## config.mk

```make
export PLATFORM = sky130hd
export DESIGN_NAME = uc_multiciclo
export DESIGN_NICKNAME = d
export VERILOG_FILES = /design/src/rtl/uc_multiciclo.sv
export SDC_FILE = /design/constraint.sdc
export NUM_CORES = 1
export LEC_CHECK = 0
export ABC_AREA = 1
export CORE_AREA = 10 10 60 62
export CTS_CLUSTER_DIAMETER = 120
export DETAILED_ROUTE_END_ITERATION = 6
export DIE_AREA = 0 0 70 72
export PLACE_DENSITY = 0.83
export RECOVER_POWER = 50
export SLEW_MARGIN = 0
export SYNTH_ARGS = -nofsm -noshare
export SYNTH_HDL_FRONTEND = slang
export SYNTH_SLANG_ARGS = --single-unit
```

## constraint.sdc

```tcl
create_clock -name clk -period 3 [get_ports clk]
set_input_delay 0.3 -clock clk [delete_from_list [all_inputs] [get_ports clk]]
set_output_delay 0.3 -clock clk [all_outputs]
set_load 0.03 [all_outputs]
```

## src/rtl/uc_multiciclo.sv

```systemverilog
// Multi-cycle control unit for the microc datapath:
// fetch/execute sequencer with halt state and retired-instruction counter.
module uc_multiciclo #(
    parameter int CNT_W = 16
) (
    input  logic             clk,
    input  logic             reset,
    input  logic [5:0]       Opcode,
    input  logic             z,
    input  logic             run,
    output logic             s_inc,
    output logic             s_inm,
    output logic             we3,
    output logic             wez,
    output logic [2:0]       Op,
    output logic             pc_we,
    output logic             halted,
    output logic [CNT_W-1:0] instr_count
);

    typedef enum logic [1:0] {
        FETCH = 2'd0,
        EXEC  = 2'd1,
        HALT  = 2'd2
    } state_t;

    state_t           state;
    state_t           state_nxt;
    logic [CNT_W-1:0] count;

    always_ff @(posedge clk) begin
        if (reset) begin
            state <= FETCH;
            count <= '0;
        end else begin
            state <= state_nxt;
            if (state == EXEC && count != {CNT_W{1'b1}})
                count <= count + 1'b1;
        end
    end

    assign instr_count = count;

    always_comb begin
        state_nxt = state;
        s_inc     = 1'b1;
        s_inm     = 1'b0;
        we3       = 1'b0;
        wez       = 1'b0;
        Op        = 3'b000;
        pc_we     = 1'b0;
        halted    = 1'b0;
        case (state)
            FETCH: begin
                if (run)
                    state_nxt = EXEC;
            end
            EXEC: begin
                pc_we     = 1'b1;
                state_nxt = FETCH;
                unique case (1'b1)
                    Opcode[5]: begin
                        Op  = Opcode[4:2];
                        we3 = 1'b1;
                        wez = 1'b1;
                    end
                    (Opcode[5:2] == 4'b0000): begin
                        s_inm = 1'b1;
                        we3   = 1'b1;
                    end
                    (Opcode == 6'b000100): s_inc = 1'b0;
                    (Opcode == 6'b000101): s_inc = ~z;
                    (Opcode == 6'b000110): s_inc = z;
                    (Opcode == 6'b000111): begin
                        pc_we     = 1'b0;
                        state_nxt = HALT;
                    end
                    default: ;
                endcase
            end
            HALT: begin
                halted = 1'b1;
            end
            default: state_nxt = FETCH;
        endcase
    end

endmodule

```

* Yosys cells after proc, flatten, opt, wreduce, memory -nomap -nowiden
Cells that the tools add are included.
** Storage, ports and cells
- Register bits after elaboration :: 18
- Latch bits :: 0
- RAM bits :: 0
- Memory bits (read-only) :: 0
- Input bits :: 10
- Logic and storage cells :: 34
- Memories kept :: 0
** Cells by class
- Add/sub/neg operators :: 1
- Multiply operators :: 0
- Div/mod/pow operators :: 0
- Magnitude comparators :: 0
- Equality and inequality tests :: 8
- Shift-type cells :: 0
- Multiplexer cells :: 16
- Bitwise logic cells :: 2
- Reductions and logical operators :: 5
** Operators by type and width (number)
- equality test 6 x 3 -> 1 bit, second input constant :: 4
- adder 16 x 1 -> 16 bit, second input constant :: 1
- inequality test 16 bit, second input constant :: 1
- 2-to-1 mux 1 bit :: 10
- 2-to-1 mux 3 bit :: 2
- case mux 2 bit (3 select lines) :: 1
- zero test 4 bit :: 1
- 2-to-1 mux 2 bit :: 2
- case mux 1 bit (3 select lines) :: 1
- equality test 2 x 1 -> 1 bit, second input constant :: 1
- equality test 2 bit, second input constant :: 1
- zero test 2 bit :: 1
- inequality test 2 bit, second input constant :: 1
- inverter 1 bit :: 2
- AND reduction 2 bit :: 1
- OR reduction 2 bit :: 1
- logical AND 1 bit :: 1

* Logic depth before layout (Yosys ltp)
Gate-level depths: netlist of run 1.
- Depth after elaboration :: 4
- Depth in mapped cells :: 8
- Depth with buffers taken out :: 8

* Least setup slack after synthesis of run 1
Ideal clock, no wire load.
- Kind :: reg2out
- Start point :: reg state[1]
- End point :: out Op[0]
- Data arrival time :: 1.637 ns
- Data required time :: 2.700 ns
- Slack :: 1.063 ns
- Cell stages (with the launch flop) :: 7
- Buffers on the path :: 1
- Cell sequence :: dfxtp_1 > inv_1 > nand2_2 > buf_2 > nor2_1 > inv_1 > nor2_1
** Between the ends
- Cells in the longest elaborated chain, start to end :: 2
** Ends and longest elaborated chain
- start, declared :: line 27 : state_t state;
- start signal, assigned :: line 36 : state <= state_nxt;
- equality test 2 x 1 -> 1 bit :: line 53 : case (state)
- 2-to-1 mux 3 bit :: line 53
- end, declared :: line 15 : output logic [2:0] Op,
No other way between the ends.

* Worst setup path in the final report of run 1
Ends and elaborated chain as after synthesis.

==> metrics, run 1 <==
run status=finished clean; syn_area_per_cell=between 6 and 7 um2; cell breakdown of the critical path=inv_1 -> nand2_2 -> nor2_1 -> inv_1 -> nor2_1 -> clkdlybuf4s50_1; Final Util=63.4%; grt ovf=0; top post-synthesis cells by area=dfxtp_1 (31%), nand2_1 (14%), nor2_1 (12%), inv_1 (6.7%), a21oi_1 (5.1%); Top delay family on crit path=buffers and inverters; clock tree buffer depth=2; cell area after synthesis=0.00118 mm2; Starting DRT DRC Count=44; Clk pwr share=between 30 and 40%; Final Max Slew Viols=0; cells after synthesis=between 150 and 200; total chip power=0.000456 W; critical path class=reg -> out; vias per inst=between 4 and 5; Hold Violations, Final=0; RSZ-0062 raised after global routing=false; Yosys warnings=0; Yosys reg bits=18; simple-gate share of the synthesized area=a little under half; setup slack after placement=~0.88 ns; sequential share of the synthesized area=between 30 and 40%; Buf+Inv Stages, Crit Path=3; Syn Nets=just under 200; Fmax=451 MHz; WL final=between 2 and 3 mm; Final min period=~2.2 ns; post-synthesis xor/xnor area fraction=2.98%; routability cong.=slightly above 0.9; initial cell density of the core=around half; share of the synthesized area in the top cell type=between 30% and 40%; Slowest cell on crit path=clkdlybuf4s50_1; initial antenna violation count=0; Worst setup SP type=flop; Net Sw Power=between 0.0001 and 0.00015 W; CTS tree=done; internal cell power=about 0.00034 W; CP max stage delay=between 0.6 and 0.7 ns; first-pass GRT wire length=between 5 and 6 mm; CTS sink count=18; Critical Path Sink Type=output pin; Die Width=~70 um; CTS H-Tree Depth=1; Max Cap Viol=0; endpoints failing setup=0; I/O pin count=35; clock-pin transition on the worst setup and hold timing paths=0.10 ns; DRT antenna net count=0; relative slew slack=between 60 and 70%; Synth Area in Adders=roughly 1.1%; Crit path required time=approximately 2.7 ns; setup repair bufs after CTS=0; Die H=72 um; area delta synth->final=31.1%; setup TNS=0 ns; PwrDens=296 mW/mm2; die area=0.00504 mm2; Vias=between 1,000 and 1,500; VDD IR-drop max=0.000269 V; fillers=around 230; Arrival @ worst endpoint=between 1.5 and 2 ns; gr usage total=a little under an eighth; leakage=0.621 nW; Comb power frac=between 10% and 20%; Core Area=roughly 0.0024 mm2; Yosys cell types=24; clock latency on the worst-skew pair=around 0.3 ns; IO Port Bufs=34; Sw Share=between 20 and 30%; Seq pwr share=53.6%; largest net degree at the start of global routing=15; WL per Instance=about 11 um; DRT Pass-1 Iters=4; root buffer cell=clkbuf_4; fraction of layout cells with a size suffix above 1=7.27%; largest family of logic cells by synthesized area=simple AND/OR/NAND/NOR gates; vias in the first global route=roughly 1,100; CP Max Fanout=14; Setup Skew=0.00398 ns; ratio of final minimum period to clock period=73.9%; DRC=0; min-delay worst type=reg -> reg; row cnt=18; Detailed Place HPWL=between 2 and 2.5 mm; Antenna diodes=0; compound-cell area share of the yosys netlist=roughly 7.4%; hold-fix buffers at CTS=0; CTS-repair resized insts=0; Layout Nets=~230; cts bufs inserted=3; mux cell area share after synthesis=less than 1%; Fin Hold WS=approximately 0.43 ns; Slew @ Worst Pin=between 0.5 and 0.6 ns; Yosys top cell by area=dfxtp_1; final worst slack=just under 0.8 ns
## cells in the final DEF (no fill, tap or decap), types with 5 or more instances in the layout
cell and count:
nand2_1 45, nor2_1 39, clkdlybuf4s50_1 28, inv_1 22, dfxtp_1 18, nand3_1 12
a21oi_1 12, dlygate4sd3_1 6, nand4_1 5
## power groups by stage
stage	clock network [W]	logic, W	registers (W)
after detailed placement	0	0.0000604	0.000250
after global placement	0	0.0000599	0.000250
after floorplan	0	0.0000286	0.000253
final	0.000153	0.0000591	0.000244
after CTS	0.000158	0.0000609	0.000245
after global routing	0.000166	0.0000643	0.000245
## sequential cells by signal (all words and copies together) (netlist names)
register	cells
state	2
instr_count	16
## cell usage after synthesis (all sizes together)
master	n
a21oi	12
and2	1
buf	3
dfxtp	18
ha	1
inv	23
mux2i	1
nand2	48
nand3	15
nand3b	1
nand4	5
nor2	44
nor3	4
o21a	1
o21ai	4
xor2	4
## logic make-up (layout without fill, tap and decap cells)
group,Yosys count,after routing
simple gates,118,118
xor+xnor,4,4
buf+inv,26,61
flops,18,18
fa+ha+maj,1,1
mux,1,1
compound gates,17,17
## final timing paths
kind,slack [ns],from,end,depth (start not counted)
setup reg to reg,1.01,instr_count[0],instr_count[5],8
hold reg to reg,0.43,state[1],state[0],1
hold / removal,0.43,state[1],state[0],1
setup / recovery,0.78,state[1],Op[0],6
## per-stage QoR
stage          std cells  area, um2
3_3_place_gp         246       1530
2_1_floorplan        185       1180
6_report             250       1540
3_5_place_dp         246       1530
5_1_grt              250       1540
4_1_cts              250       1570
## metal layers
layer  GRT usage [%]  routed length (um)  up-vias
met5               0                   0        -
li1                -                   -      657
met4            2.85                  21        0
met1            13.5                1360      538
met2            18.9                1230       44
met3            4.22                 267        4
## cell type report
cell class | count | area [um2] | area share, %
multi-input cells | 141 | 681 | 44.2
flip-flops and latches | 18 | 360 | 23.4
repair buffers | 34 | 340 | 22.1
inverters | 23 | 86.3 | 5.60
well taps | 30 | 37.5 | 2.44
clock buffers | 4 | 36.3 | 2.35
(Power assumes the default switching activity.)
==> run 2: changes to the inputs <==
Settings changed: CORE_AREA 10 10 60 62 to 10 10 62 64, DIE_AREA 0 0 70 72 to 0 0 72 74, PLACE_DENSITY 0.83 to 0.78.
Clock period 3 ns to 2.04 ns, I/O delays scaled along.
==> run 2 against run 1 <==
Register-to-register slack got worse by 0.75 ns. Cell count grew 0.80%. Clock skew fell by 0.00098 ns. Via count fell by 0.97%. Sequential power up 47%. Setup slack worse by 0.60 ns. Final area rose by 1.1%. Non-clock buffer count rose by 1. Clock power is 51% higher. Global-route usage down 0.19 points. Critical path depth decreased by 3.
==> metrics, run 2 (synthesis results as in run 1) <==
run status=finished clean; ratio of final minimum period to clock period=between 90% and 100%; setup TNS=0 ns; Starting DRT DRC Count=43; cts bufs inserted=3; vias per inst=about 4.9; clock-pin transition on the worst setup and hold timing paths=approximately 0.11 ns; Die H=approximately 74 um; setup repair bufs after CTS=0; gr usage total=about 11%; largest net degree at the start of global routing=15; Final Max Slew Viols=0; initial antenna violation count=0; root buffer cell=clkbuf_4; CP max stage delay=approximately 0.68 ns; Fmax=approximately 540 MHz; FF+latch area=between 300 and 400 um2; die area=0.00533 mm2; relative slew slack=between 60% and 70%; Arrival @ worst endpoint=roughly 1.7 ns; RSZ-0062 raised after global routing=false; r2r setup slk=around 0.26 ns; vias in the first global route=approximately 1,100; Vias=about 1,200; VDD IR-drop max=~0.00043 V; clock latency on the worst-skew pair=around 0.3 ns; fraction of layout cells with a size suffix above 1=8.14%; Crit path required time=1.84 ns; Seq pwr share=between 50% and 60%; DRT Pass-1 Iters=4; fillers=~270; Slowest cell on crit path=clkdlybuf4s50_1; Hold Violations, Final=0; WL per Instance=roughly 12 um; Final min period=1.85 ns; hold-fix buffers at CTS=0; first-pass GRT wire length=roughly 5.0 mm; grt ovf=0; area delta synth->final=32.6%; CTS sink count=18; routability cong.=around 0.85; Final Util=58.6%; leakage=about 0.68 nW; min-delay worst type=reg -> reg; Detailed Place HPWL=around 2.3 mm; IO Port Bufs=34; DRT antenna net count=0; max reg flops=16; cell breakdown of the critical path=nand2_2 -> nor2_1 -> clkdlybuf4s50_1; initial cell density of the core=44.2%; Die Width=roughly 72 um; Max Cap Viol=0; Comb power frac=between 10% and 20%; PwrDens=between 400 and 500 mW/mm2; CP Max Fanout=10; endpoints failing setup=0; Sw Share=26.2%; most common cell after layout, fill and taps aside=nand2_1; leading cell types in the layout, fill and taps excluded=nand2_1 (45), nor2_1 (39), inv_1 (22), clkdlybuf4s50_1 (19), dfxtp_1 (18); Worst setup SP type=flop; CTS H-Tree Depth=1; multi-input logic area=~700 um2; Clk pwr share=between 30 and 40%; Setup Skew=0.00300 ns; I/O pin count=35; Antenna diodes=0; Slew @ Worst Pin=about 0.53 ns; clock tree buffer depth=2; Net Sw Power=0.000177 W; DRC=0; internal cell power=0.000499 W; Core Area=about 0.0027 mm2; Layout Nets=~230; row cnt=19; WL final=2.94 mm; CTS tree=done; critical path class=reg -> out; Critical Path Sink Type=output pin
==> run 2: changes by cell type in the layout (fill, tap and decap cells not counted), sizes merged <==
| cell | previous run | this run |
|---|---|---|
| buf | 0 | 1 |
| clkdlybuf4s50 | 28 | 19 |
| dlygate4sd2 | 0 | 4 |
| dlymetal6s2s | 0 | 2 |
| clkbuf | 4 | 5 |
| dlygate4sd3 | 6 | 8 |
==> run 2: area by class of cell <==
cell class,instances,area share (%)
inverter,23,5.54
sequential,18,23.1
tap,31,2.49
timing repair buffer,35,21.9
clock buffer,4,2.33
multi-input combinational,141,44.6
==> run 2: final timing paths <==
path | startpoint | end | depth (start not counted)
max | state[0] | s_inm | 3
min | state[1] | state[0] | 1
max reg2reg | instr_count[0] | instr_count[11] | 8
min reg2reg | state[1] | state[0] | 1
==> run 2: per-stage QoR <==
step | instance area [um2] | std cells | total power, W | setup WS [ns] | hold WS [ns]
final | 1560 | 252 | 0.000676 | 0.185 | 0.433
after global routing | 1560 | 252 | 0.000709 | 0.0385 | 0.434
after CTS | 1570 | 252 | 0.000683 | 0.00970 | 0.436
after detailed placement | 1540 | 248 | 0.000458 | 0.119 | 0.423
after global placement | 1540 | 248 | 0.000457 | 0.147 | 0.410
after floorplan | 1180 | 185 | 0.000415 | 0.199 | 0.273
==> run 2: critical path: cells and delay by family (launching register included) <==
kind	cells	cell delay, ns
buffers and inverters	1	0.68
and+or+nand+nor	2	0.28
DFF	1	0.38
==> run 2: per-layer routing <==
layer / vias to the layer above / track usage, % / wire [um]
li1: 655 / - / -
met1: 530 / 13.9 / 1470
met2: 43 / 18.0 / 1240
met3: 3 / 3.72 / 214
met4: 0 / 3.23 / 16
met5: - / 0 / 0
==> run 2: repair_timing <==
| action | 4_1_cts | 5_1_grt |
|---|---|---|
| endpoints found under the setup margin | 4 | 3 |
| resized for setup | 4 | 3 |
| cloned | 0 | 0 |
==> run 2: power by group through the flow <==
stage	sequential [W]	combinational, W	clock, W
floorplan	0.000373	0.0000420	0
global placement	0.000367	0.0000899	0
detailed placement	0.000367	0.0000900	0
CTS	0.000359	0.0000886	0.000235
global route	0.000360	0.0000949	0.000254
finish	0.000359	0.0000855	0.000231
==> run 3: changes to the inputs <==
Clock period 2.04 ns to 1.74 ns, I/O delays scaled along.
==> run 3 against run 2 <==
Worst hold slack worse by 0.026 ns. First-iteration DRC count is 37% lower. Clock skew is 0.0021 ns lower. Sequential power is 17% higher. Cell count is 2.4% higher. Largest power group unchanged. Highest routed layer unchanged.
==> metrics, run 3 (synthesis results as in run 1) <==
gr usage total=11.4%; Crit. Startpoint=instr_count[2]; first-pass GRT wire length=slightly above 5 mm; largest net degree at the start of global routing=15; setup TNS=0 ns; r2r setup slk=0.16 ns; CTS tree=done; global-route met1 utilization=13.5%; clock tree buffer depth=2; RSZ-0062 raised after global routing=false; WL final=about 3 mm; Antenna diodes=0; R2R cell count=8; routability cong.=between 0.8 and 0.9; CP Max Fanout=5; I/O pin count=35; Slowest cell on crit path=clkdlybuf4s50_1; Buf+Inv Stages, Crit Path=1; VDD IR-drop max=0.000527 V; total chip power=around 0.0008 W; Fin Hold WS=roughly 0.41 ns; Fmax=around 600 MHz; fillers=approximately 260; met3 usage=under 10%; row cnt=19; DRC=0; Max Cap Viol=0; endpoints failing setup=0; leakage=~0.66 nW; Setup Skew=between 0.0008 and 0.0009 ns; Final Max Slew Viols=0; RR Startpoint=instr_count[0]; grt ovf=0; Detailed Place HPWL=around 2.3 mm; Arrival @ worst endpoint=roughly 1.5 ns; CTS H-Tree Depth=1; Critical Path Sink Type=output pin; ratio of final minimum period to clock period=a little over nine tenths; Starting DRT DRC Count=27; root buffer cell=clkbuf_4; Crit path required time=between 1.5 and 2 ns; Hold Violations, Final=0; Worst setup SP type=flop; most common cell after layout, fill and taps aside=nand2_1; final worst slack=0.0766 ns; vias per inst=a little under 5; CP max stage delay=just over 0.7 ns; vias in the first global route=approximately 1,200; clock latency on the worst-skew pair=0.30 ns; Vias=approximately 1,300; PwrDens=between 500 and 600 mW/mm2; Slew @ Worst Pin=0.415 ns; Die Width=72 um; GR peak layer=met2; Die H=between 70 and 80 um; setup slack after placement=-0.115 ns; cts bufs inserted=3; Top delay family on crit path=buffers and inverters; Core Area=between 0.002 and 0.003 mm2; RR Endpoint=instr_count[5]; DRT Pass-1 Iters=4; cell breakdown of the critical path=clkdlybuf4s50_1; initial antenna violation count=0; CTS sink count=18; crit path capture=instr_count[2]; IO Port Bufs=34; grt met2 use=between 10% and 20%; WL per Instance=11.5 um; clock-pin transition on the worst setup and hold timing paths=0.11 ns; CP Depth=1; Final min period=1.66 ns; fraction of layout cells with a size suffix above 1=~14%; die area=0.00533 mm2; critical path class=reg -> out; min-delay worst type=in -> reg; DRT antenna net count=0; max reg flops=16; relative slew slack=72.3%; leading cell types in the layout, fill and taps excluded=nand2_1 (45), nor2_1 (38), inv_1 (22), clkdlybuf4s50_1 (20), dfxtp_1 (18); Layout Nets=roughly 240; initial cell density of the core=approximately 44%; run status=finished clean; area delta synth->final=34.0%
-- run 3: cell count changes in the layout (fill, tap and decap cells not counted), sizes merged --
cell,previous run,this run
dlymetal6s2s,2,0
dlygate4sd2,4,0
dlygate4sd3,8,4
buf,1,10
clkbuf,5,11
clkdlybuf4s50,19,20
-- run 3: per-layer routing --
metal,share of wire (%),vias to the layer above,wire (um)
met5,0,-,0
met4,1.4,0,40
met3,7.8,4,230
met2,43,32,1260
met1,48,538,1420
li1,-,676,-
-- run 3: final cells by class --
| type | count | area [um2] | area share (%) |
|---|---|---|---|
| flip-flops and latches | 18 | 360 | 22.9 |
| multi-input cells | 141 | 711 | 45.1 |
| inverters | 23 | 86.3 | 5.48 |
| well taps | 31 | 38.8 | 2.46 |
| repair buffers | 41 | 344 | 21.8 |
| clock buffers | 4 | 36.3 | 2.30 |
-- run 3: power breakdown --
part / switching (W) / total [W] / internal [W]
Clock: 0.000141 / 0.000269 / 0.000128
Combinational: 0.0000621 / 0.000110 / 0.0000475
Sequential: 0.00000471 / 0.000421 / 0.000417
Total: 0.000208 / 0.000800 / 0.000592
-- run 3: per-stage QoR --
stage | instances | cell area (um2) | utilization (%)
after floorplan | 185 | 1180 | -
after global placement | 254 | 1570 | 59.0
after detailed placement | 254 | 1570 | 59.0
after CTS | 258 | 1610 | 60.3
after global routing | 258 | 1580 | 59.2
final | 258 | 1580 | 59.2
-- run 3: how the worst min path moves through the flow --
stage / from / endpoint / slack [ns] / depth (start not counted)
floorplan: reset / instr_count[11] / 0.24 / 1
global placement: state[1] / state[0] / 0.41 / 1
detailed placement: state[1] / state[0] / 0.41 / 1
CTS: run / state[0] / 0.41 / 3
global route: run / state[0] / 0.42 / 3
finish: run / state[0] / 0.41 / 3
-- run 3: repair_timing --
| item | CTS | global route |
|---|---|---|
| setup endpoints to repair | 1 | 3 |
| hold buffers | 0 | 0 |
| cloned | 0 | 0 |
| resized for setup | 1 | 4 |
| setup buffers | 0 | 0 |
